$ cat src/rtl/pw_auth_lockout_ctrl.sv
// pw_auth_lockout_ctrl
//   Password authentication controller with timed lockout, lockout escalation,
//   automatic release and in-session password change.
//
//   Each rising edge of enter_btn submits password_in against the stored password.
//   A match opens an unlocked window. A mismatch flashes led_fail. MAX_ATTEMPTS
//   consecutive mismatches lock the controller out. Each lockout is twice as long
//   as the one before it, up to MAX_ESCALATE doublings. A successful unlock
//   resets the escalation.
//
// Ports
//   clk            system clock, rising edge
//   rst            asynchronous active-high reset
//   enter_btn      submit attempt (level input, rising edge acts)
//   change_btn     store password_in as new password while unlocked (rising edge acts)
//   password_in    entered / new password
//   led_success    high for the whole unlocked window
//   led_fail       high PULSE_CYCLES per rejected attempt
//   led_locked     high for the whole lockout
//   pw_changed     one-cycle pulse when the stored password is updated
//   attempts_left  MAX_ATTEMPTS minus consecutive failures so far
module pw_auth_lockout_ctrl #(
    parameter int unsigned         PW_WIDTH      = 16,
    parameter logic [PW_WIDTH-1:0] DEFAULT_PW    = 16'h1234,
    parameter int unsigned         MAX_ATTEMPTS  = 3,
    parameter int unsigned         PULSE_CYCLES  = 4,
    parameter int unsigned         UNLOCK_CYCLES = 16,
    parameter int unsigned         LOCK_CYCLES   = 20,
    parameter int unsigned         MAX_ESCALATE  = 3
) (
    input  logic                                clk,
    input  logic                                rst,
    input  logic                                enter_btn,
    input  logic                                change_btn,
    input  logic [PW_WIDTH-1:0]                 password_in,
    output logic                                led_success,
    output logic                                led_fail,
    output logic                                led_locked,
    output logic                                pw_changed,
    output logic [$clog2(MAX_ATTEMPTS+1)-1:0]   attempts_left
);

    localparam int unsigned AW       = $clog2(MAX_ATTEMPTS + 1);
    localparam int unsigned MAX_LOCK = LOCK_CYCLES << MAX_ESCALATE;
    // The timer has to hold the longest of the three window lengths.
    localparam int unsigned MAX_A    = (UNLOCK_CYCLES > PULSE_CYCLES) ? UNLOCK_CYCLES
                                                                      : PULSE_CYCLES;
    localparam int unsigned MAX_T    = (MAX_LOCK > MAX_A) ? MAX_LOCK : MAX_A;
    localparam int unsigned TW       = $clog2(MAX_T + 1);
    localparam int unsigned LW       = (MAX_ESCALATE > 0) ? $clog2(MAX_ESCALATE + 1) : 1;

    typedef enum logic [1:0] {StIdle, StUnlocked, StFail, StLocked} state_e;

    state_e              state;
    logic [PW_WIDTH-1:0] stored_pw;
    logic [AW-1:0]       fail_cnt;
    logic [LW-1:0]       lock_level;
    logic [TW-1:0]       timer;
    logic                enter_q;
    logic                change_q;

    logic                enter_rise;
    logic                change_rise;
    logic                pw_match;
    logic                last_try;
    logic                timer_done;
    logic [TW-1:0]       lock_len;

    assign enter_rise  = enter_btn & ~enter_q;
    assign change_rise = change_btn & ~change_q;
    assign pw_match    = (password_in == stored_pw);
    assign last_try    = (32'(fail_cnt) + 32'd1) >= MAX_ATTEMPTS;
    // A state is left on the cycle its timer reads 1, so an N-cycle load keeps
    // the matching LED high for exactly N cycles.
    assign timer_done  = (timer == TW'(1));
    // lock_level saturates at MAX_ESCALATE, so the shift never exceeds it.
    assign lock_len    = TW'(LOCK_CYCLES) << lock_level;

    always_ff @(posedge clk or posedge rst) begin
        if (rst) begin
            state         <= StIdle;
            stored_pw     <= DEFAULT_PW;
            fail_cnt      <= '0;
            lock_level    <= '0;
            timer         <= '0;
            enter_q       <= 1'b0;
            change_q      <= 1'b0;
            led_success   <= 1'b0;
            led_fail      <= 1'b0;
            led_locked    <= 1'b0;
            pw_changed    <= 1'b0;
            attempts_left <= AW'(MAX_ATTEMPTS);
        end else begin
            // Edge history advances in every state so a button held through
            // a busy state cannot fire when that state ends.
            enter_q    <= enter_btn;
            change_q   <= change_btn;
            pw_changed <= 1'b0;

            unique case (state)
                StIdle: begin
                    if (enter_rise) begin
                        if (pw_match) begin
                            state         <= StUnlocked;
                            timer         <= TW'(UNLOCK_CYCLES);
                            fail_cnt      <= '0;
                            lock_level    <= '0;
                            led_success   <= 1'b1;
                            attempts_left <= AW'(MAX_ATTEMPTS);
                        end else if (!last_try) begin
                            state         <= StFail;
                            timer         <= TW'(PULSE_CYCLES);
                            fail_cnt      <= fail_cnt + AW'(1);
                            led_fail      <= 1'b1;
                            attempts_left <= AW'(MAX_ATTEMPTS - 32'(fail_cnt) - 32'd1);
                        end else begin
                            state         <= StLocked;
                            timer         <= lock_len;
                            fail_cnt      <= '0;
                            led_locked    <= 1'b1;
                            attempts_left <= AW'(MAX_ATTEMPTS);
                            if (32'(lock_level) < MAX_ESCALATE) begin
                                lock_level <= lock_level + LW'(1);
                            end
                        end
                    end
                end

                StUnlocked: begin
                    // A password change takes priority over a simultaneous enter.
                    if (change_rise) begin
                        stored_pw   <= password_in;
                        pw_changed  <= 1'b1;
                        state       <= StIdle;
                        led_success <= 1'b0;
                    end else if (enter_rise || timer_done) begin
                        state       <= StIdle;
                        led_success <= 1'b0;
                    end else begin
                        timer <= timer - TW'(1);
                    end
                end

                StFail: begin
                    if (timer_done) begin
                        state    <= StIdle;
                        led_fail <= 1'b0;
                    end else begin
                        timer <= timer - TW'(1);
                    end
                end

                StLocked: begin
                    if (timer_done) begin
                        state      <= StIdle;
                        led_locked <= 1'b0;
                    end else begin
                        timer <= timer - TW'(1);
                    end
                end

                default: begin
                    state       <= StIdle;
                    led_success <= 1'b0;
                    led_fail    <= 1'b0;
                    led_locked  <= 1'b0;
                end
            endcase
        end
    end

endmodule

$ cat config.mk
export PLATFORM = sky130hd
export DESIGN_NAME = pw_auth_lockout_ctrl
export DESIGN_NICKNAME = d
export VERILOG_FILES = /design/src/rtl/pw_auth_lockout_ctrl.sv
export SDC_FILE = /design/constraint.sdc
export NUM_CORES = 1
export LEC_CHECK = 0
export BUFFER_PORTS_ARGS = -buffer_cell sky130_fd_sc_hd__buf_2
export CAP_MARGIN = 5
export CORE_MARGIN = 8
export CORE_UTILIZATION = 56
export DETAILED_ROUTE_END_ITERATION = 8
export GPL_ROUTABILITY_DRIVEN = 0
export PLACE_DENSITY_LB_ADDON = 0.08
export SETUP_SLACK_MARGIN = 0.5
export SYNTH_ARGS = -nofsm -noshare
export SYNTH_HDL_FRONTEND = slang
export SYNTH_SLANG_ARGS = --single-unit
export TNS_END_PERCENT = 20
$ cat constraint.sdc
create_clock -name clk -period 2.3 [get_ports clk]
set_input_delay 0.575 -clock clk [delete_from_list [all_inputs] [get_ports clk]]
set_output_delay 0.575 -clock clk [all_outputs]
set_load 0.02 [all_outputs]
==> impl_metrics.ini <==
[sta]
final-max-slew-violation-count = 0
setup_viol = 0
fmax_mhz = 549
relSlewSlack = 0.667
fin_hold_ws_ps = 229
worst_slack_ps = 479
tightest_slew_ps = 495
fin_crit_sh = 0.792
rsz0062_at_grt = yes
fin_setup_tns_ps = 0
fin_skew_ps = 14.2
layout_min_cycle_time_ps = 1820
finalHoldViolCount = 0

[logic_synthesis]
yosysMostFrequentCell = dfrtp_1
ys_top_cells_by_area = dfrtp_1 (40%), mux2_2 (9.9%), dfstp_2 (9.5%)
synth_common_cells = dfrtp_1 (31), mux2_2 (17), xnor2_1 (17), nor2_1 (11), nand2_1 (8)
synth_ff_type = dfrtp_1
async_reset_ff_frac = 1.00
synth-edff-count = 0
netlist_instances = 168
netlist.area_leader.share = 0.401
syn_nets = 194
synth_area_um2 = 1930
synth.ff_latch_count = 38
yosysWarnings = 0
syn_avg_cell_area_um2 = 11.5
yosys.area.top_type = dfrtp_1
ys_seq_area_frac = 0.496
synth_cell_types = 40

[floorplan]
io_pins = 26
core_area_um2 = 3340
die_y_um = 74.8
rows = 21
die_area_um2 = 5590
die_w_um = 74.8
start_util = 0.580

[final_layout]
drive_gt1_frac = 0.389
design_area_um2 = 2260
area_growth_pct = 17.1
final_cell_count_no_fill = 254
n_antenna_cell = 0
num-nets-final = 233

[clock_tree]
clockBufferDepth = 2
clk_pin_slew_worst_paths_ps = 110
insertion_delay_ps = 340
htree_num_levels = 2
cts-root-buf = clkbuf_4
tritoncts = yes
cts_buffers = 5
cts.sinks = 38

[detailed_routing]
wirelength_mm = 4.13
num_vias = 1432
wl_per_cell_um = 16.3
drtIter0Drc = 87
routed_via_density = 5.64
drt-pass1-iter-count = 4
ant_nets = 0
drc = 0

[pwr]
vdd_drop_max_mv = 0.478
p_leak_nw = 1.03
power_density_nw_per_um2 = 509

[setup_path]
critPathCaptureType = flip-flop
required_ps = 2520
max_stage_delay_ps = 570
crit_slowest_cell = dfstp_2
crit_path_start_kind = flip-flop
crit_chain = xnor2_2 > nand4_1 > nor4_4 > buf_4 > nor2_4 > a221o_2
worst-endpoint-arrival_ps = 2050
critPathKind = reg2reg
cp_max_fo = 5

[placed_design]
port_buffers = 25
dp_hpwl_mm = 3.19
post_dp_cell_area_um2 = 2150
placed_cells = 241
dp_slack_ps = 208

[global_routing]
antenna_found_initial = 0
grt_pass1_vias = 1498
grt_max_degree = 15
grt_pass1_wl_mm = 6.76
grt_usage = 0.163
gr-total-overflow = 0

[outcome]
status = finished, final reports clean

[flow_run]
cap_violations = 0

[hold_path]
hold_path.class = in2async
per-layer routing:
metal,wire length (um),track usage
met3,227,0.0519
met1,1830,0.195
met5,0,0
met2,2010,0.268
met4,67,0.0587
kinds of logic after synthesis:
family / after synthesis / synth area share
compound gates: 30 / 0.112
xor+xnor: 17 / 0.0770
fa+ha+maj: 6 / 0.0388
buf+inv: 12 / 0.0330
flops: 38 / 0.496
mux: 18 / 0.104
simple gates: 47 / 0.139
state kept, by name (all words and copies together) (netlist names), 2 cells and up:
| register | count |
|---|---|
| lock_level | 2 |
| fail_cnt | 2 |
| attempts_left | 2 |
| state | 2 |
| timer | 8 |
| stored_pw | 16 |
cells in the final DEF (no fill, tap or decap), types with 2 or more instances in the layout:
cell type | synthesis | layout
a31oi_1 | 2 | 2
nor2b_1 | 3 | 3
nor3_2 | 2 | 2
o211ai_1 | 2 | 2
dfrtp_1 | 31 | 31
nand2_1 | 8 | 7
nor2_1 | 11 | 10
o32a_1 | 2 | 2
mux2_2 | 17 | 17
buf_4 | 0 | 12
a21oi_1 | 4 | 4
o22ai_1 | 3 | 3
nor3_1 | 3 | 3
clkbuf_1 | 0 | 2
xnor2_1 | 17 | 16
a21boi_0 | 2 | 2
a221o_1 | 3 | 3
nand4_1 | 5 | 5
nand2b_1 | 4 | 4
dfstp_2 | 7 | 7
ha_1 | 6 | 5
clkbuf_4 | 0 | 5
o21ai_0 | 5 | 4
buf_2 | 3 | 25
inv_1 | 7 | 6
nand3_1 | 3 | 3
critical path: cells and delay by family, from the launching register on:
| family | cells | cell delay, ps |
|---|---|---|
| DFF | 1 | 570 |
| xor gates and xnor gates | 1 | 120 |
| and+or+nand+nor | 3 | 490 |
| AOI/OAI and AO/OA | 1 | 350 |
| buffers and inverters | 1 | 180 |
per-stage QoR:
| stage | total power [mW] | utilization |
|---|---|---|
| after floorplan | 0.772 | - |
| after global placement | 0.805 | 0.643 |
| after detailed placement | 0.810 | 0.643 |
| after CTS | 1.17 | 0.674 |
| after global routing | 1.21 | 0.679 |
| final | 1.15 | 0.679 |
final timing paths:
| path | slack, ps | end | startpoint | cells after the start |
|---|---|---|---|---|
| worst max-delay path | 480 | timer[6] | stored_pw[2] | 6 |
| worst min-delay path | 230 | timer[7] | rst | 2 |
| worst max register to register | 480 | timer[6] | stored_pw[2] | 6 |
| worst min register to register | 460 | attempts_left[1] | fail_cnt[0] | 1 |
| max in group asynchronous | 1440 | stored_pw[5] | rst | 3 |
| min in group clk | 350 | change_q | change_btn | 1 |
final cells by class:
| class | instances | area (um^2) |
|---|---|---|
| timing repair buffer | 37 | 215 |
| inverter | 7 | 26.3 |
| tap | 46 | 57.6 |
| fill | 281 | 1070 |
| clock buffer | 8 | 58.8 |
| sequential | 38 | 960 |
| multi-input combinational | 118 | 947 |
report_power, final:
| part | internal (mW) | leakage [nW] | switching, mW |
|---|---|---|---|
| combinational | 0.0501 | 0.547 | 0.0468 |
| sequential | 0.691 | 0.449 | 0.0121 |
| clock | 0.151 | 0.0326 | 0.203 |
| total | 0.892 | 1.03 | 0.262 |
what timing repair did:
item	4_1_cts	5_1_grt
endpoints found under the hold margin	0	0
buffers inserted	4	1
endpoints found under the setup margin	8	11
hold buffers	0	0
resized for setup	6	1
pin swaps	5	4
Note: power is estimated with default switching activity, not from simulation.
